$ cat src/rtl/cell_scan_timing.sv
// rtl/cell_scan_timing.sv - parametrised raster scan generator with text-cell coordinates; optional blink phase via CELL_SCAN_BLINK_EN
module cell_scan_timing #(
  parameter int   H_ACTIVE     = 640,
  parameter int   H_FP         = 16,
  parameter int   H_SYNC       = 96,
  parameter int   H_BP         = 48,
  parameter int   V_ACTIVE     = 480,
  parameter int   V_FP         = 10,
  parameter int   V_SYNC       = 2,
  parameter int   V_BP         = 33,
  parameter int   HSZ          = 10,
  parameter int   VSZ          = 10,
  parameter int   CELL_W       = 8,
  parameter int   CELL_H       = 8,
  parameter int   COL_W        = 7,
  parameter int   ROW_W        = 6,
  parameter logic HS_POL       = 1'b0,
  parameter logic VS_POL       = 1'b0,
  parameter int   BLINK_FRAMES = 30
) (
  input  logic                      clk_i,
  input  logic                      rstn_i,
  input  logic                      i_ce,
  output logic [HSZ-1:0]            o_hcount,
  output logic [VSZ-1:0]            o_vcount,
  output logic                      o_de,
  output logic                      o_hsync,
  output logic                      o_vsync,
  output logic [$clog2(CELL_W)-1:0] o_cell_x,
  output logic [$clog2(CELL_H)-1:0] o_cell_y,
  output logic [COL_W-1:0]          o_text_col,
  output logic [ROW_W-1:0]          o_text_row,
  output logic                      o_line_start,
  output logic                      o_frame_start,
  output logic                      o_blink
);

  localparam int H_TOTAL  = H_ACTIVE + H_FP + H_SYNC + H_BP;
  localparam int V_TOTAL  = V_ACTIVE + V_FP + V_SYNC + V_BP;
  localparam int HS_START = H_ACTIVE + H_FP;
  localparam int HS_STOP  = HS_START + H_SYNC;
  localparam int VS_START = V_ACTIVE + V_FP;
  localparam int VS_STOP  = VS_START + V_SYNC;
  localparam int CX_W     = $clog2(CELL_W);
  localparam int CY_W     = $clog2(CELL_H);

  logic [HSZ-1:0]   h_q, h_d;
  logic [VSZ-1:0]   v_q, v_d;
  logic [CX_W-1:0]  cx_q, cx_d;
  logic [CY_W-1:0]  cy_q, cy_d;
  logic [COL_W-1:0] tc_q, tc_d;
  logic [ROW_W-1:0] tr_q, tr_d;
  logic             h_wrap, v_wrap;
  logic             de_c, hs_c, vs_c, ls_c, fs_c;

  logic [HSZ-1:0]   hcount_q;
  logic [VSZ-1:0]   vcount_q;
  logic [CX_W-1:0]  cell_x_q;
  logic [CY_W-1:0]  cell_y_q;
  logic [COL_W-1:0] text_col_q;
  logic [ROW_W-1:0] text_row_q;
  logic             de_q, hsync_q, vsync_q, line_start_q, frame_start_q;

  // Next scan position; cell counters track the raster by counting, never by dividing
  always_comb begin
    h_wrap = (int'(h_q) == H_TOTAL - 1);
    v_wrap = (int'(v_q) == V_TOTAL - 1);
    h_d    = h_wrap ? '0 : h_q + HSZ'(1);
    v_d    = v_q;
    cx_d   = cx_q;
    tc_d   = tc_q;
    cy_d   = cy_q;
    tr_d   = tr_q;
    if (h_wrap) begin
      v_d = v_wrap ? '0 : v_q + VSZ'(1);
    end
    // The following pixel is past the active width (or on the next line): park at cell 0
    if (int'(h_q) >= H_ACTIVE - 1) begin
      cx_d = '0;
      tc_d = '0;
    end else if (int'(cx_q) == CELL_W - 1) begin
      cx_d = '0;
      tc_d = tc_q + COL_W'(1);
    end else begin
      cx_d = cx_q + CX_W'(1);
    end
    // Glyph row steps once per line; the following line being blank or a new frame parks it
    if (h_wrap) begin
      if (int'(v_q) >= V_ACTIVE - 1) begin
        cy_d = '0;
        tr_d = '0;
      end else if (int'(cy_q) == CELL_H - 1) begin
        cy_d = '0;
        tr_d = tr_q + ROW_W'(1);
      end else begin
        cy_d = cy_q + CY_W'(1);
      end
    end
  end

  // Decode of the pixel currently held in the scan state
  always_comb begin
    de_c = (int'(h_q) < H_ACTIVE) && (int'(v_q) < V_ACTIVE);
    hs_c = ((int'(h_q) >= HS_START) && (int'(h_q) < HS_STOP)) ? HS_POL : ~HS_POL;
    vs_c = ((int'(v_q) >= VS_START) && (int'(v_q) < VS_STOP)) ? VS_POL : ~VS_POL;
    ls_c = (h_q == '0);
    fs_c = (h_q == '0) && (v_q == '0);
  end

  // Scan state advances one pixel per enabled cycle
  always_ff @(posedge clk_i or negedge rstn_i) begin
    if (!rstn_i) begin
      h_q  <= '0;
      v_q  <= '0;
      cx_q <= '0;
      cy_q <= '0;
      tc_q <= '0;
      tr_q <= '0;
    end else if (i_ce) begin
      h_q  <= h_d;
      v_q  <= v_d;
      cx_q <= cx_d;
      cy_q <= cy_d;
      tc_q <= tc_d;
      tr_q <= tr_d;
    end
  end

  // Single output stage: every output describes the same pixel
  always_ff @(posedge clk_i or negedge rstn_i) begin
    if (!rstn_i) begin
      hcount_q      <= '0;
      vcount_q      <= '0;
      cell_x_q      <= '0;
      cell_y_q      <= '0;
      text_col_q    <= '0;
      text_row_q    <= '0;
      de_q          <= 1'b0;
      hsync_q       <= ~HS_POL;
      vsync_q       <= ~VS_POL;
      line_start_q  <= 1'b0;
      frame_start_q <= 1'b0;
    end else if (i_ce) begin
      hcount_q      <= h_q;
      vcount_q      <= v_q;
      cell_x_q      <= cx_q;
      cell_y_q      <= cy_q;
      text_col_q    <= tc_q;
      text_row_q    <= tr_q;
      de_q          <= de_c;
      hsync_q       <= hs_c;
      vsync_q       <= vs_c;
      line_start_q  <= ls_c;
      frame_start_q <= fs_c;
    end
  end

  assign o_hcount      = hcount_q;
  assign o_vcount      = vcount_q;
  assign o_cell_x      = cell_x_q;
  assign o_cell_y      = cell_y_q;
  assign o_text_col    = text_col_q;
  assign o_text_row    = text_row_q;
  assign o_de          = de_q;
  assign o_hsync       = hsync_q;
  assign o_vsync       = vsync_q;
  assign o_line_start  = line_start_q;
  assign o_frame_start = frame_start_q;

`ifdef CELL_SCAN_BLINK_EN
  logic [7:0] fcnt_q;
  logic       blink_state_q;
  logic       blink_q;

  // Frame counter toggles the blink phase every BLINK_FRAMES frame wraps
  always_ff @(posedge clk_i or negedge rstn_i) begin
    if (!rstn_i) begin
      fcnt_q        <= '0;
      blink_state_q <= 1'b0;
    end else if (i_ce && h_wrap && v_wrap) begin
      if (fcnt_q == 8'(BLINK_FRAMES - 1)) begin
        fcnt_q        <= '0;
        blink_state_q <= ~blink_state_q;
      end else begin
        fcnt_q <= fcnt_q + 8'd1;
      end
    end
  end

  // Blink rides the output stage so it flips on the frame_start pixel
  always_ff @(posedge clk_i or negedge rstn_i) begin
    if (!rstn_i) begin
      blink_q <= 1'b0;
    end else if (i_ce) begin
      blink_q <= blink_state_q;
    end
  end

  assign o_blink = blink_q;
`else
  // BLINK_FRAMES only matters when the blink counter is built in
  assign o_blink = 1'b0 && (BLINK_FRAMES > 0);
`endif

endmodule

$ cat config.mk
export PLATFORM = sky130hd
export DESIGN_NAME = cell_scan_timing
export DESIGN_NICKNAME = d
export VERILOG_FILES = /design/src/rtl/cell_scan_timing.sv
export SDC_FILE = /design/constraint.sdc
export NUM_CORES = 1
export LEC_CHECK = 0
export ABC_AREA = 1
export BUFFER_PORTS_ARGS = -buffer_cell sky130_fd_sc_hd__buf_2
export CAP_MARGIN = 10
export CORE_MARGIN = 2
export CORE_UTILIZATION = 28
export CTS_BUF_LIST = sky130_fd_sc_hd__clkbuf_8
export DETAILED_ROUTE_END_ITERATION = 10
export MAX_ROUTING_LAYER = met4
export PLACE_DENSITY = 0.5
export SYNTH_ARGS = -nofsm -noshare
export SYNTH_HDL_FRONTEND = slang
export SYNTH_SLANG_ARGS = --single-unit
$ cat constraint.sdc
create_clock -name clk_i -period 2.34 [get_ports clk_i]
set_input_delay 0.234 -clock clk_i [delete_from_list [all_inputs] [get_ports clk_i]]
set_output_delay 0.234 -clock clk_i [all_outputs]
set_load 0.02 [all_outputs]
==> impl_metrics.json, run 1 <==
{
  "status": "complete, no violations",
  "drcViolationCount": 0,
  "rsz0062_at_grt": "no",
  "yosysWarnings": 0,
  "hold_path_class": "input pin to flop",
  "worstPathArrival_ps": 2020,
  "syn_area_mm2": 0.00388,
  "placedCellCount": 678,
  "layout_commonest_cell": "nand2_1",
  "wl_per_cell_um": 12.6,
  "timing.fmax_ghz": 0.566,
  "grt_pass1_vias": 3102,
  "die_w_um": 122,
  "endpoint_kind": "flop",
  "grt_start_max_net_pins": 45,
  "pin_count": 48,
  "hold_buffers": 1,
  "ant_nets": 0,
  "intPower_uw": 2480,
  "grt_pass1_wl_um": 15300,
  "relSlewSlack_pct": 58.9,
  "viasPerCell": 4.45,
  "grt_overflow": 0,
  "pwr-share-seq_pct": 49.8,
  "firstDrtPassIters": 4,
  "root_buffer": "clkbuf_8",
  "pwr-share-clk_pct": 27.3,
  "cts_max_path_buffers": 2,
  "die-area_mm2": 0.0148,
  "worstMarginPinSlew_ps": 617,
  "layout_common_cells": "nand2_1, dfrtp_1, buf_2",
  "min_from": "i_ce",
  "cts_setup_buffers": 0,
  "drive_gt1_share_pct": 15.9,
  "clk_pin_slew_ps": 80,
  "p_per_area_mw_per_mm2": 835,
  "fin_crit_sh_pct": 75.5,
  "synthesis.nets": 474,
  "synth-seq-cells": 83,
  "num_vias": 3095,
  "avgSynthCellArea_um2": 8.42,
  "p_sw_uw": 1310,
  "drt-initial-drc-count": 172,
  "fin_nets": 523,
  "fin_area_mm2": 0.00454,
  "synth_area_leaders": "dfrtp_1, nand2_1, nor2_1",
  "worst-path-max-fanout": 8,
  "crit_path_start_kind": "flop",
  "antenna_cells": 0,
  "dpl-instance-area_mm2": 0.00434,
  "grt_usage_pct": 13.6,
  "clk_latency_ps": 380,
  "core-area_mm2": 0.0137,
  "r2r-start": "v_q[0]$_DFFE_PN0P_",
  "drv_cap": 0,
  "netSwitchingFraction_pct": 34.7,
  "fillerInstances": 1491,
  "area_growth_pct": 17.0,
  "required_ps": 2600,
  "drt-total-wl_um": 8760,
  "antenna_found_initial": 0,
  "numCtsBuffers": 9,
  "final_hold_viol_count": 0,
  "p_leak_uw": 0.00235,
  "ir_drop_mv": 0.261,
  "slew_violations": 0,
  "yosysSeqAreaShare_pct": 53.6,
  "port_buffers": 46,
  "initial_utilization_pct": 28.3,
  "post-route-min-period_ps": 1770,
  "setup_violations": 0,
  "yosys.area.top_type_share_pct": 52.2,
  "finClkSkew_ps": 12.6,
  "timing.hold.ws_ps": 174,
  "cts_sinks": 83,
  "post_cts_resized": 0,
  "fp-row-count": 43,
  "cts_tree": "done",
  "place_congestion": 0.858,
  "fp.dieH_um": 122,
  "p_comb_share_pct": 22.9,
  "worstSetupPathType": "flop to flop",
  "place_hpwl_um": 6100,
  "startpoint": "v_q[0]$_DFFE_PN0P_",
  "htree_levels": 3,
  "ys_types": 34,
  "syn_inst": 461,
  "yosysTopAreaCell": "dfrtp_1",
  "instances_no_fill": 695,
  "setup_tns_ps": 0
}
[synthesized netlist by cell type]
library cell	n
a211oi_1	1
a21oi_1	8
a31oi_1	1
and3_1	1
buf_1	6
buf_2	2
buf_4	1
buf_6	1
clkbuf_1	4
clkbuf_2	1
conb_1	1
dfrtp_1	81
dfstp_2	2
ha_1	10
inv_1	38
inv_2	2
nand2_1	153
nand2_2	2
nand3_1	22
nand3_2	4
nand4_1	17
nor2_1	42
nor2_2	1
nor2_4	2
nor3_1	7
nor3_4	1
o21ai_0	26
o21ai_1	6
o21bai_1	1
o22ai_1	2
o31ai_1	1
o41ai_1	1
xnor2_1	4
xor2_1	9
[flip-flops by register name, indices dropped and copies added, names as in the netlist]
name           cells
tr_q               6
o_frame_start      1
o_hsync            1
o_text_col         7
o_cell_x           3
o_de               1
cy_q               3
tc_q               7
o_hcount          10
v_q               10
cx_q               3
o_vsync            1
h_q               10
o_line_start       1
o_vcount          10
o_cell_y           3
o_text_row         6
[worst max-delay path: stages (launching register included)]
cell     delay [ps]
dfrtp_1         420
ha_1            190
inv_1            60
nor2_1          290
nand3_1         200
nand3_2         200
nand3_2         150
nand2_1          90
nand2_1          50
[per-layer routing]
| metal | wire [µm] | global-route usage (%) | vias up | part of all wire (%) |
|---|---|---|---|---|
| met5 | 0 | - | - | 0 |
| met4 | 156 | 3.59 | 0 | 1.8 |
| met3 | 328 | 4.49 | 13 | 3.7 |
| met2 | 4020 | 21.2 | 42 | 46 |
| met1 | 4260 | 17.2 | 1468 | 49 |
| li1 | - | - | 1572 | - |
[power groups by stage]
stage | Combinational [µW] | Sequential (µW) | Clock (µW)
2_1_floorplan | 465 | 2020 | 0
3_3_place_gp | 877 | 1910 | 0
3_5_place_dp | 878 | 1920 | 0
4_1_cts | 884 | 1890 | 1080
5_1_grt | 1010 | 1930 | 1150
6_report | 866 | 1890 | 1040
[per-stage QoR]
step           worst slack (ps)  power [µW]  util, %
2_1_floorplan               883        2480        -
3_3_place_gp                648        2790     31.6
3_5_place_dp                618        2800     31.6
4_1_cts                     595        3850     33.1
5_1_grt                     356        4090     33.1
6_report                    574        3790     33.1
[area by class of cell]
cell class                 instances  area, µm²  share of cell area [%]
sequential                        83       2080                    45.8
timing repair buffer              53        313                    6.89
tap                              180        225                    4.96
inverter                          40        150                    3.31
clock buffer                      10        138                    3.03
clock inverter                     6       56.3                    1.24
multi-input combinational        323       1580                    34.8
[cell families after synthesis]
group	Yosys count	synth area share (%)
flops	83	53.6
other cells	1	0.0966
simple gates	252	28.0
xor+xnor	13	2.93
buf+inv	55	5.71
fa+ha+maj	10	3.22
compound gates	47	6.45
[final timing paths]
path / endpoint / slack (ps) / cells past startpoint
setup / recovery: tr_q[5]$_DFFE_PN0P_ / 570 / 8
setup reg to reg: tr_q[5]$_DFFE_PN0P_ / 570 / 8
min in group asynchronous: h_q[4]$_DFFE_PN0P_ / 410 / 2
hold / removal: o_vsync$_DFFE_PN1P_ / 170 / 3
max in group asynchronous: o_vsync$_DFFE_PN1P_ / 1240 / 3
hold reg to reg: o_text_col[4]$_DFFE_PN0P_ / 470 / 2
No activity file was read; power rests on OpenSTA's default activity.
==> inputs of run 2 (changes only) <==
- PLACE_DENSITY: 0.5 -> 0.52
- clock period: 2.34 -> 1.46 ns (I/O delays scaled with it)
==> run 2 against run 1 <==
  * The run now ends with setup timing left
  * First-iteration DRC count grew 0.58%
  * Clock-buffer cell count is the same
  * Sequential share of layout area shrank 5.3 points
  * Register-to-register slack lost 610 ps
  * Die area is the same
  * Sequential power grew 58%
  * Global-route usage grew 0.25 points
  * Worst hold slack gained 24 ps
  * Non-clock buffer count grew 43
  * Via count grew 8.1%
  * Critical endpoint is now cy_q[1]$_DFFE_PN0P_
==> impl_metrics.json, run 2 (synthesis gave the netlist of run 1 again) <==
{
  "initial_utilization_pct": 28.3,
  "placedCellCount": 713,
  "dpl-instance-area_mm2": 0.00460,
  "die-area_mm2": 0.0148,
  "ant_nets": 0,
  "wl_per_cell_um": 12.7,
  "worstPathArrival_ps": 1790,
  "drt-initial-drc-count": 173,
  "min_from": "i_ce",
  "pin_count": 48,
  "fin_nets": 566,
  "grt_start_max_net_pins": 38,
  "htree_levels": 3,
  "core-area_mm2": 0.0137,
  "fin_crit_sh_pct": 103,
  "p_leak_uw": 0.00264,
  "place_ws_ps": -77.0,
  "port_buffers": 46,
  "setup_violations": 5,
  "num_vias": 3347,
  "hold_path_class": "input pin to flop",
  "fillerInstances": 1437,
  "instances_no_fill": 737,
  "timing.fmax_ghz": 0.668,
  "area_growth_pct": 32.6,
  "fin_area_mm2": 0.00514,
  "fp-row-count": 43,
  "rrSetupSlack_ps": -40,
  "cts_sinks": 83,
  "place_hpwl_um": 6530,
  "min_to": "o_hcount[3]$_DFFE_PN0P_",
  "post-route-min-period_ps": 1500,
  "clk_pin_slew_ps": 70,
  "root_buffer": "clkbuf_8",
  "r2r_end": "cy_q[1]$_DFFE_PN0P_",
  "final_hold_viol_count": 0,
  "cts_max_path_buffers": 2,
  "clk_latency_ps": 370,
  "place_congestion": 0.785,
  "status": "finished, violations left",
  "wl_met3_um": 334,
  "crit_path_start_kind": "flop",
  "drcViolationCount": 0,
  "required_ps": 1750,
  "met1Wirelength_um": 4260,
  "r2r_cells": 7,
  "antenna_cells": 0,
  "p_per_area_mw_per_mm2": 1330,
  "antenna_found_initial": 0,
  "wl_met2_um": 4540,
  "drt-total-wl_um": 9330,
  "finClkSkew_ps": 14.8,
  "cts_tree": "done",
  "fin_ws_ps": -37.3,
  "drive_gt1_share_pct": 28.9,
  "firstDrtPassIters": 4,
  "grt_pass1_vias": 3333,
  "fp.dieH_um": 122,
  "r2r-start": "h_q[5]$_DFFE_PN0P_",
  "grt_pass1_wl_um": 15700,
  "layout_commonest_cell": "nand2_1",
  "worst-path-max-fanout": 8,
  "viasPerCell": 4.54,
  "slew_violations": 0,
  "grt_usage_pct": 13.9,
  "ir_drop_mv": 0.605,
  "min_path_cells": 3,
  "worstSetupPathType": "flop to flop",
  "rsz0062_at_grt": "yes",
  "drv_cap": 0,
  "violations": "setup timing",
  "endpoint_kind": "flop",
  "die_w_um": 122,
  "numCtsBuffers": 9,
  "grt_overflow": 0,
  "layout_common_cells": "nand2_1, dfrtp_1, buf_2",
  "highest_layer": "met4"
}
[run 2: worst max path at each step]
stage	start	to	slack (ps)	cells past startpoint
5_1_grt	h_q[1]$_DFFE_PN0P_	v_q[6]$_DFFE_PN0P_	-100	6
6_report	h_q[5]$_DFFE_PN0P_	cy_q[1]$_DFFE_PN0P_	-40	7
3_5_place_dp	h_q[1]$_DFFE_PN0P_	tr_q[4]$_DFFE_PN0P_	-80	7
3_3_place_gp	h_q[0]$_DFFE_PN0P_	tr_q[5]$_DFFE_PN0P_	-40	7
4_1_cts	h_q[1]$_DFFE_PN0P_	v_q[6]$_DFFE_PN0P_	-20	6
2_1_floorplan	h_q[0]$_DFFE_PN0P_	tc_q[5]$_DFFE_PN0P_	3	10
[run 2: what timing repair did]
action / in CTS / in global routing
hold buffers: 1 / 0
resized for setup: 17 / 49
pin swaps: 6 / 15
setup endpoints to repair: 24 / 34
hold endpoints to repair: 30 / 0
cloned: 0 / 1
buffers inserted: 2 / 5
[run 2: metal layers]
metal	track usage, %	vias to the layer above
met5	-	-
met3	3.09	16
met2	22.2	63
li1	-	1672
met1	17.0	1596
met4	5.89	0
[run 2: per-stage QoR]
step	util, %	hold slack [ps]	setup TNS, ps	power, µW
2_1_floorplan	-	-150	0	3980
3_3_place_gp	33.5	134	-229	4690
3_5_place_dp	33.5	140	-853	4740
4_1_cts	36.0	156	-25.8	6840
5_1_grt	37.5	225	-1620	7300
6_report	37.5	198	-145	6840
[run 2: power breakdown]
| group | total (µW) | switching (µW) | internal [µW] |
|---|---|---|---|
| clock | 2010 | 838 | 1170 |
| sequential | 2990 | 307 | 2680 |
| combinational | 1840 | 1110 | 728 |
[run 2: final cells by class]
type / instances / area, µm² / area share, %
well taps: 180 / 225 / 4.38
clock buffers: 10 / 138 / 2.68
multi-input cells: 323 / 1760 / 34.2
inverters: 40 / 155 / 3.02
clock inverters: 5 / 103 / 1.99
flip-flops and latches: 83 / 2080 / 40.4
repair buffers: 96 / 683 / 13.3
[run 2: worst max-delay path, stage by stage (launching register included)]
cell and delay (ps):
dfrtp_1 420, nor2_2 150, nand3_2 150, nor3_4 250, buf_12 160, buf_12 130, nand2_4 50, o22ai_2 100
